File: config.mk
export PLATFORM = sky130hd
export DESIGN_NAME = shift_rx
export DESIGN_NICKNAME = d
export VERILOG_FILES = /design/src/rtl/shift_rx_pkg.sv /design/src/rtl/shift_rx_shifter.sv /design/src/rtl/shift_rx.sv
export SDC_FILE = /design/constraint.sdc
export NUM_CORES = 1
export LEC_CHECK = 0
export CELL_PAD_IN_SITES_DETAIL_PLACEMENT = 0
export CELL_PAD_IN_SITES_GLOBAL_PLACEMENT = 1
export CORE_MARGIN = 1
export CORE_UTILIZATION = 33
export DETAILED_ROUTE_END_ITERATION = 16
export HOLD_SLACK_MARGIN = 0.06
export PLACE_DENSITY = 0.68
export SETUP_SLACK_MARGIN = 0.02
export SKIP_CTS_REPAIR_TIMING = 1
export SYNTH_ARGS = -nofsm -noshare
export SYNTH_HDL_FRONTEND = slang
export SYNTH_SLANG_ARGS = --single-unit
File: constraint.sdc
create_clock -name clk -period 1.78 [get_ports clk]
set_input_delay 0.356 -clock clk [delete_from_list [all_inputs] [get_ports clk]]
set_output_delay 0.356 -clock clk [all_outputs]
set_load 0.05 [all_outputs]
File: src/rtl/shift_rx_pkg.sv
// shift_rx shared definitions: FSM encoding and default frame width.
// Imported by the receiver top level and its shifter.
package shift_rx_pkg;

    localparam int RX_WIDTH_DEF = 4;

    typedef enum logic {
        ST_IDLE  = 1'b0,
        ST_SHIFT = 1'b1
    } rx_state_e;

endpackage

File: src/rtl/shift_rx_shifter.sv
// rx_shifter: enable-gated serial-in shift register.
// Direction selects whether the first bit ends up at the MSB or LSB.
module rx_shifter #(
    parameter int WIDTH     = 4,
    parameter bit MSB_FIRST = 1'b1
) (
    input  logic             clk,
    input  logic             rst_n,
    input  logic             en,
    input  logic             din,
    output logic [WIDTH-1:0] q
);

    logic [WIDTH-1:0] q_q;
    logic [WIDTH-1:0] q_d;

    always_comb begin
        q_d = q_q;
        if (en) begin
            if (MSB_FIRST) begin
                q_d = {q_q[WIDTH-2:0], din};
            end else begin
                q_d = {din, q_q[WIDTH-1:1]};
            end
        end
    end

    always_ff @(posedge clk or negedge rst_n) begin
        if (!rst_n) begin
            q_q <= '0;
        end else begin
            q_q <= q_d;
        end
    end

    assign q = q_q;

endmodule

File: src/rtl/shift_rx.sv
// shift_rx: serial-to-parallel frame receiver with a one-entry
// valid/ready output register and sticky overflow/framing flags.
module shift_rx
    import shift_rx_pkg::*;
#(
    parameter int WIDTH     = RX_WIDTH_DEF,
    parameter bit MSB_FIRST = 1'b1
) (
    input  logic             clk,
    input  logic             rst_n,
    input  logic             sin,
    input  logic             sen,
    input  logic             sof,
    input  logic             clr,
    output logic [WIDTH-1:0] dout,
    output logic             dvalid,
    input  logic             dready,
    output logic             busy,
    output logic             ovf,
    output logic             ferr
);

    localparam int CW = $clog2(WIDTH + 1);
    localparam logic [CW-1:0] LAST = CW'(WIDTH);

    rx_state_e        state_q, state_d;
    logic [CW-1:0]    cnt_q, cnt_d, cnt_nxt;
    logic [WIDTH-1:0] dout_q, dout_d;
    logic             dvalid_q, dvalid_d;
    logic             ovf_q, ovf_d;
    logic             ferr_q, ferr_d;
    logic [WIDTH-1:0] sh_q;
    logic [WIDTH-1:0] word;
    logic             take, done;

    assign take    = sen & (sof | (state_q == ST_SHIFT));
    assign cnt_nxt = sof ? CW'(1) : cnt_q + CW'(1);
    assign done    = take & (cnt_nxt == LAST);

    rx_shifter #(
        .WIDTH     (WIDTH),
        .MSB_FIRST (MSB_FIRST)
    ) u_shifter (
        .clk   (clk),
        .rst_n (rst_n),
        .en    (take),
        .din   (sin),
        .q     (sh_q)
    );

    // The completed word includes the bit being shifted in this cycle.
    always_comb begin
        if (MSB_FIRST) begin
            word = {sh_q[WIDTH-2:0], sin};
        end else begin
            word = {sin, sh_q[WIDTH-1:1]};
        end
    end

    always_comb begin
        state_d  = state_q;
        cnt_d    = cnt_q;
        dout_d   = dout_q;
        dvalid_d = dvalid_q;
        ovf_d    = ovf_q & ~clr;
        ferr_d   = ferr_q & ~clr;
        if (take) begin
            if (done) begin
                state_d = ST_IDLE;
                cnt_d   = '0;
            end else begin
                state_d = ST_SHIFT;
                cnt_d   = cnt_nxt;
            end
        end
        if (sen && sof && state_q == ST_SHIFT) begin
            ferr_d = 1'b1;
        end
        if (done) begin
            if (!dvalid_q || dready) begin
                dout_d   = word;
                dvalid_d = 1'b1;
            end else begin
                ovf_d = 1'b1;
            end
        end else if (dvalid_q && dready) begin
            dvalid_d = 1'b0;
        end
    end

    always_ff @(posedge clk or negedge rst_n) begin
        if (!rst_n) begin
            state_q  <= ST_IDLE;
            cnt_q    <= '0;
            dout_q   <= '0;
            dvalid_q <= 1'b0;
            ovf_q    <= 1'b0;
            ferr_q   <= 1'b0;
        end else begin
            state_q  <= state_d;
            cnt_q    <= cnt_d;
            dout_q   <= dout_d;
            dvalid_q <= dvalid_d;
            ovf_q    <= ovf_d;
            ferr_q   <= ferr_d;
        end
    end

    assign dout   = dout_q;
    assign dvalid = dvalid_q;
    assign busy   = (state_q == ST_SHIFT);
    assign ovf    = ovf_q;
    assign ferr   = ferr_q;

endmodule

==> impl_results.rst, run 1 <==
.. list-table::
   :header-rows: 1

   * - Metric
     - Value
   * - Status
     - complete, no violations
   * - Placement Rows
     - 15
   * - Final slew viol count
     - 0
   * - HPWL Detailed
     - 873.1 um
   * - Area growth from synthesis to layout
     - 44.40%
   * - Min-delay worst type
     - input port to async pin
   * - DR top layer
     - met4
   * - Origin of the worst setup path
     - cnt_q[0]
   * - Fill cell total of the finished layout
     - 170
   * - DRC violation count after routing
     - 0
   * - CP bufs+invs
     - 1
   * - Root Buffer Master
     - sky130_fd_sc_hd__clkbuf_4
   * - Total routing resource utilization after global routing
     - 13.19%
   * - Area of the core
     - 1802 um2
   * - Worst setup slack after layout
     - 0.05970 ns
   * - Cell types with the largest area share after synthesis
     - sky130_fd_sc_hd__dfrtp_1, sky130_fd_sc_hd__mux2_2, sky130_fd_sc_hd__o21ai_0, sky130_fd_sc_hd__nand4b_4, sky130_fd_sc_hd__nor4b_4
   * - Worst endpoint required time
     - 1.94 ns
   * - Startpoint of the lowest-slack register-to-register path
     - cnt_q[0]
   * - Insertion delay to the later sink of the worst-skew pair
     - 0.28 ns
   * - Worst setup timing slack at the placement stage
     - -0.1480 ns
   * - Nets in the synthesized netlist
     - 62
   * - Remaining number of nets flagged by the antenna check after routing
     - 0
   * - TritonCTS clock tree
     - yes
   * - Final-report hold violation count
     - 0
   * - Number of sinks on the clock net
     - 14
   * - Number of global-route vias before repair
     - 463
   * - Mean instance size in the synthesized netlist
     - 12.21 um2
   * - Most area-hungry cell type in the Yosys netlist
     - sky130_fd_sc_hd__dfrtp_1
   * - Critical path type
     - flop to flop
   * - Share of layout cells above drive strength 1
     - 44.44%
   * - Area of the multi-input gates
     - 300.3 um2
   * - Aggregate global routing overflow
     - 0
   * - Peak fanout along the critical path
     - 4
   * - Maximum number of pins on one net before global-route repair
     - 15
   * - CP Data Arrival Time
     - 1.88 ns
   * - Final period util
     - 96.65%
   * - Wl on met1
     - 600 um
   * - Antenna violations before repair
     - 0
   * - Register cell area after layout
     - 350.3 um2
   * - Maximum operating frequency
     - 581.3 MHz
   * - Ports placed on the boundary
     - 15
   * - Port Buf Inserts
     - 14
   * - Antenna cell count
     - 0
   * - Full die area
     - 2181 um2
   * - Num CTS Buffers
     - 3
   * - Leakage component of the power
     - 0.4381 nW
   * - DR WL met3
     - 60 um
   * - Seq/Total Area, Yosys
     - 53.13%
   * - Clk pin slew, worst setup/hold paths
     - 0.09 ns
   * - Starting DRC count in detailed routing
     - 6
   * - Routed wire per std cell
     - 11.21 um
   * - RSZ-0062 raised after global routing
     - yes
   * - Post-route setup TNS
     - 0 ns
   * - WL met2
     - 513 um
   * - Kind of end point of the critical path
     - flop
   * - GP Congestion
     - 0.6774
   * - Top cell family by delay on the critical path
     - simple AND/OR/NAND/NOR gates
   * - Global-route wire length before repair
     - 1938 um
   * - Die Ht
     - 46.70 um
   * - Relative slew slack
     - 76.14%
   * - Worst IR drop on VDD
     - 728.4 uV
   * - Post-Route WL
     - 1188 um
   * - Final worst clock skew
     - 0.008439 ns
   * - Post-route minimum period
     - 1.720 ns
   * - Combined area of all synthesized cells
     - 659.4 um2
   * - Drt via density
     - 4.717
   * - Fin util
     - 52.85%
   * - Final setup violating endpoints
     - 0
   * - Instance count of the mapped netlist
     - 54
   * - Buffer levels on the longest clock path
     - 2
   * - Fin nets
     - 90
   * - Power density normalized to cell area
     - 1644 nW/um2
   * - Post-synth EDFFs
     - 0
   * - Count of H-tree levels built during CTS
     - 1
   * - Overall via count from detail_route
     - 500
   * - Crit-path cells
     - ha_4 > nand4b_4 > nor4b_4 > buf_4 > mux2_2
   * - Maximum cell stage delay along the critical path
     - 0.42 ns
   * - Die width
     - 46.70 um
   * - Flop and latch count out of synthesis
     - 14
   * - Slowest cell on the critical path
     - sky130_fd_sc_hd__dfrtp_1
   * - Initial core utilization
     - 36.60%
   * - Area fraction of the dominant cell type after synthesis
     - 53.13%
   * - Number of distinct library cells after synthesis
     - 22
   * - Max cap viols
     - 0
   * - Most frequently used flop master after synthesis
     - sky130_fd_sc_hd__dfrtp_1
   * - Top-count cell post-synth
     - sky130_fd_sc_hd__dfrtp_1
   * - FFs w/ async S/R, synth
     - 100.0%
   * - Detailed Routing Iterations Pass 1
     - 2
   * - Yosys Warn Count
     - 0
   * - Slew at the pin with the worst max-slew slack
     - 0.3553 ns
   * - Top post-synthesis cells by count
     - sky130_fd_sc_hd__dfrtp_1, sky130_fd_sc_hd__mux2_2, sky130_fd_sc_hd__inv_1, sky130_fd_sc_hd__o21ai_0, sky130_fd_sc_hd__nand3_1
   * - Nature of the critical path startpoint
     - flop
per-layer routing:
layer	vias to the layer above	global-route usage (%)
met3	2	3.529
met2	12	19.72
li1	249	-
met5	-	0
met4	0	8.571
met1	237	16.71
cells by family after synthesis:
logic type               after synthesis  share of synthesized area [%]
AO/OA/AOI/OAI                         11                          10.25
XOR/XNOR                               1                          1.329
adder cells (fa/ha/maj)                1                          1.897
buffers and inverters                  7                          4.365
flip-flops                            14                          53.13
multiplexers                           7                          11.96
AND/OR/NAND/NOR                       13                          17.08
sequential cells by signal (all words and copies together) (netlist names):
name,cells
ferr,1
cnt_q,3
busy,1
dvalid,1
u_shifter.q,3
dout,4
ovf,1
cell type report:
type	count	area share (%)
well taps	25	3.285
repair buffers	25	22.60
flip-flops and latches	14	36.79
inverters	5	1.971
clock buffers	4	3.811
multi-input cells	33	31.54
placed cells by master, fill, tap and decap left out:
cell	instances
sky130_fd_sc_hd__buf_4	18
sky130_fd_sc_hd__dfrtp_1	14
sky130_fd_sc_hd__clkdlybuf4s50_1	6
sky130_fd_sc_hd__inv_1	5
sky130_fd_sc_hd__o21ai_0	5
sky130_fd_sc_hd__mux2_2	5
sky130_fd_sc_hd__nand3_1	3
sky130_fd_sc_hd__clkbuf_4	3
sky130_fd_sc_hd__nor2_1	2
sky130_fd_sc_hd__a21oi_1	2
sky130_fd_sc_hd__mux2_4	2
sky130_fd_sc_hd__nand2b_1	1
sky130_fd_sc_hd__nand4b_4	1
sky130_fd_sc_hd__xnor2_1	1
sky130_fd_sc_hd__or3_2	1
sky130_fd_sc_hd__o22ai_1	1
sky130_fd_sc_hd__o2bb2ai_1	1
sky130_fd_sc_hd__nor4b_4	1
sky130_fd_sc_hd__nor3_1	1
sky130_fd_sc_hd__and4b_2	1
sky130_fd_sc_hd__nand4b_1	1
sky130_fd_sc_hd__o32ai_1	1
sky130_fd_sc_hd__a31o_2	1
sky130_fd_sc_hd__nand2_1	1
sky130_fd_sc_hd__ha_4	1
sky130_fd_sc_hd__clkbuf_8	1
sky130_fd_sc_hd__buf_12	1
worst register-to-register path, stage by stage, from the launching register on:
cell	delay [ns]
sky130_fd_sc_hd__dfrtp_1	0.42
sky130_fd_sc_hd__ha_4	0.26
sky130_fd_sc_hd__nand4b_4	0.18
sky130_fd_sc_hd__nor4b_4	0.25
sky130_fd_sc_hd__buf_4	0.17
sky130_fd_sc_hd__mux2_2	0.32
stage by stage:
step / hold WS, ns / area [um2] / power, mW / instances
CTS: 0.3730 / 922.1 / 1.539 / 103
global placement: 0.4981 / 885.9 / 1.298 / 99
finish: 0.3774 / 952.2 / 1.565 / 106
detailed placement: 0.4920 / 885.9 / 1.304 / 99
floorplan: 0.06041 / 671.9 / 1.040 / 54
global route: 0.3771 / 952.2 / 1.670 / 106
power by group:
group	internal [mW]	switching [mW]	total, mW
combinational	0.392	0.438	0.830
sequential	0.430	0.0816	0.512
clock	0.124	0.0992	0.223
final timing paths:
check                               end  slack, ns  cells past startpoint
worst min-delay path                ovf       0.38                      2
max in group asynchronous       dout[2]       1.23                      2
worst min register to register  dout[3]       0.51                      1
worst max-delay path            dout[2]       0.06                      5
min in group clk                dout[3]       0.51                      1
worst max register to register  dout[2]       0.06                      5
No activity file was read; power rests on OpenSTA's default activity.
==> run 2, diff against run 1 <==
Settings changed: CAP_MARGIN set to 20.
==> results of run 2 <==
The final DEF is identical to that of run 1; final timing and power are the same.
==> run 3, diff against run 2 <==
Settings changed: CORE_UTILIZATION 33 to 35, PLACE_DENSITY 0.68 to 0.69.
Clock period 1.78 ns to 1.8 ns, I/O delays scaled along.
==> impl_results.rst, run 3 (same netlist as run 1, synthesis figures left out) <==
.. list-table::
   :header-rows: 1

   * - Metric
     - Value
   * - Status
     - complete, no violations (unchanged)
   * - Crit-path cells
     - ha_4 > nand4b_4 > nor4b_4 > buf_4 > mux2_2 (unchanged)
   * - Final worst clock skew
     - 0.003381 ns (was 0.008439 ns)
   * - Clk pin slew, worst setup/hold paths
     - 0.09 ns (about the same)
   * - Standard cell area after detailed placement
     - 878.3 um2 (was 885.9 um2)
   * - HPWL Detailed
     - 901.4 um (was 873.1 um)
   * - Worst IR drop on VDD
     - 704.8 uV (was 728.4 uV)
   * - Relative slew slack
     - 67.41% (was 76.14%)
   * - Commonest cells after routing, fill and taps aside
     - sky130_fd_sc_hd__buf_4, sky130_fd_sc_hd__dfrtp_1, sky130_fd_sc_hd__mux2_2, sky130_fd_sc_hd__clkdlybuf4s50_1 (was sky130_fd_sc_hd__buf_4, sky130_fd_sc_hd__dfrtp_1, sky130_fd_sc_hd__clkdlybuf4s50_1)
   * - Port Buf Inserts
     - 14 (unchanged)
   * - TritonCTS clock tree
     - yes (unchanged)
   * - Number of sinks on the clock net
     - 14 (unchanged)
   * - Initial core utilization
     - 37.78% (was 36.60%)
   * - Worst setup slack after layout
     - 0.08934 ns (was 0.05970 ns)
   * - DRC violation count after routing
     - 0 (unchanged)
   * - Clock group share of total power
     - 15.1% (was 14.3%)
   * - Worst r2r path cells
     - 5 (unchanged)
   * - Number of global-route vias before repair
     - 454 (was 463)
   * - Buffer levels on the longest clock path
     - 2 (unchanged)
   * - Insertion delay to the later sink of the worst-skew pair
     - 0.28 ns (about the same)
   * - CP Data Arrival Time
     - 1.88 ns (about the same)
   * - Nature of the critical path startpoint
     - flop (unchanged)
   * - Post-route minimum period
     - 1.711 ns (was 1.720 ns)
   * - Share of layout cells above drive strength 1
     - 42.31% (was 44.44%)
   * - Global routing usage on met3
     - 2.381% (was 3.529%)
   * - Final setup violating endpoints
     - 0 (unchanged)
   * - Area of the core
     - 1745 um2 (was 1802 um2)
   * - RSZ-0062 raised after global routing
     - no (was yes)
   * - Peak fanout along the critical path
     - 4 (unchanged)
   * - Worst endpoint required time
     - 1.97 ns (was 1.94 ns)
   * - Cell area after layout
     - 925.9 um2 (was 952.2 um2)
   * - Detailed Routing Iterations Pass 1
     - 3 (was 2)
   * - Max cap viols
     - 0 (unchanged)
   * - Slew at the pin with the worst max-slew slack
     - 0.4838 ns (was 0.3553 ns)
   * - Net switching component of the power
     - 605.2 uW (was 618.3 uW)
   * - Slowest cell on the critical path
     - sky130_fd_sc_hd__dfrtp_1 (unchanged)
   * - Post-route setup TNS
     - 0 ns (unchanged)
   * - Commonest non-fill, non-tap cell in the layout
     - sky130_fd_sc_hd__buf_4 (unchanged)
   * - Reg2Reg Setup Slack
     - 0.09 ns (was 0.06 ns)
   * - Register cell area after layout
     - 350.3 um2 (unchanged)
   * - Worst setup timing slack at the placement stage
     - -0.1355 ns (was -0.1480 ns)
   * - Routed wire per std cell
     - 11.36 um (was 11.21 um)
   * - Fin nets
     - 87 (was 90)
   * - Full die area
     - 2062 um2 (was 2181 um2)
   * - Antenna cell count
     - 0 (unchanged)
   * - Final Total Pwr
     - 1.507 mW (was 1.565 mW)
   * - Post-layout instance count excluding filler cells
     - 103 (was 106)
   * - Comb pwr share
     - 51.1% (was 53.0%)
   * - Leakage component of the power
     - 0.4215 nW (was 0.4381 nW)
   * - Power density normalized to cell area
     - 1628 nW/um2 (was 1644 nW/um2)
   * - Final slew viol count
     - 0 (unchanged)
   * - Top cell family by delay on the critical path
     - simple AND/OR/NAND/NOR gates (unchanged)
   * - Placement Rows
     - 15 (unchanged)
   * - Die Ht
     - 45.41 um (was 46.70 um)
   * - Global-route wire length before repair
     - 1918 um (was 1938 um)
   * - Capturing point of the worst reg2reg path
     - dout[3] (was dout[2])
   * - Die width
     - 45.41 um (was 46.70 um)
   * - Startpoint of the lowest-slack register-to-register path
     - cnt_q[1] (was cnt_q[0])
   * - Num CTS Buffers
     - 3 (unchanged)
   * - Number of flip-flops in the largest register
     - 4 (unchanged)
   * - Ports placed on the boundary
     - 15 (unchanged)
   * - Area growth from synthesis to layout
     - 40.42% (was 44.40%)
   * - Maximum operating frequency
     - 584.6 MHz (was 581.3 MHz)
   * - CP bufs+invs
     - 1 (unchanged)
   * - Aggregate global routing overflow
     - 0 (unchanged)
   * - Maximum cell stage delay along the critical path
     - 0.42 ns (about the same)
   * - Min-delay worst type
     - input port to async pin (unchanged)
   * - Fraction of power spent switching nets
     - 40.16% (was 39.50%)
   * - Post-Route WL
     - 1170 um (was 1188 um)
   * - Met1 usage in global routing
     - 17.00% (was 16.71%)
   * - Kind of end point of the critical path
     - flop (unchanged)
   * - Antenna violations before repair
     - 0 (unchanged)
   * - Remaining number of nets flagged by the antenna check after routing
     - 0 (unchanged)
   * - Met2 track demand over resource
     - 20.86% (was 19.72%)
   * - Area of the multi-input gates
     - 296.5 um2 (was 300.3 um2)
   * - Internal power
     - 901.7 uW (was 946.9 uW)
   * - Count of H-tree levels built during CTS
     - 1 (unchanged)
   * - Overall via count from detail_route
     - 487 (was 500)
   * - GP Congestion
     - 0.6736 (was 0.6774)
   * - Final-report hold violation count
     - 0 (unchanged)
   * - Final period util
     - 95.04% (was 96.65%)
   * - Gr busiest metal
     - met2 (unchanged)
   * - Critical path type
     - flop to flop (unchanged)
   * - Maximum number of pins on one net before global-route repair
     - 15 (unchanged)
   * - Fill cell total of the finished layout
     - 153 (was 170)
   * - Total routing resource utilization after global routing
     - 13.48% (was 13.19%)
   * - Number of placed instances, taps included
     - 98 (was 99)
   * - Root Buffer Master
     - sky130_fd_sc_hd__clkbuf_4 (unchanged)
   * - Share of power burned in registers
     - 33.8% (was 32.7%)
   * - Drt via density
     - 4.728 (was 4.717)
   * - Starting DRC count in detailed routing
     - 6 (unchanged)
run 3: how the worst max path moves through the flow:
stage          startpoint       to  slack (ns)  cells after the start
2_1_floorplan    cnt_q[0]  dout[0]        0.06                      4
3_3_place_gp          sen  dout[0]       -0.12                      4
3_5_place_dp          sen  dout[1]       -0.14                      4
4_1_cts          cnt_q[1]  dout[1]        0.03                      4
5_1_grt          cnt_q[1]  dout[0]        0.02                      5
6_report         cnt_q[1]  dout[3]        0.09                      5
run 3: power by group through the flow:
stage | clock network (mW) | logic [mW] | registers, mW
2_1_floorplan | 0 | 0.306 | 0.723
3_3_place_gp | 0 | 0.758 | 0.516
3_5_place_dp | 0 | 0.768 | 0.518
4_1_cts | 0.242 | 0.766 | 0.511
5_1_grt | 0.255 | 0.825 | 0.528
6_report | 0.227 | 0.770 | 0.509
run 3: stage by stage:
step | hold WS, ns | util [%]
2_1_floorplan | 0.06441 | -
3_3_place_gp | 0.5011 | 50.32
3_5_place_dp | 0.4993 | 50.32
4_1_cts | 0.3732 | 52.40
5_1_grt | 0.3933 | 53.05
6_report | 0.3745 | 53.05
run 3: metal layers:
metal / vias to the layer above / part of all wire (%)
met4: 0 / 2.3
met5: - / 0
met1: 227 / 45
li1: 243 / -
met2: 13 / 48
met3: 4 / 3.9
run 3: layout make-up:
type,count,area share [%]
tap,25,3.378
inverter,5,2.027
sequential,14,37.84
clock buffer,4,3.919
timing repair buffer,22,20.81
multi-input combinational,33,32.03
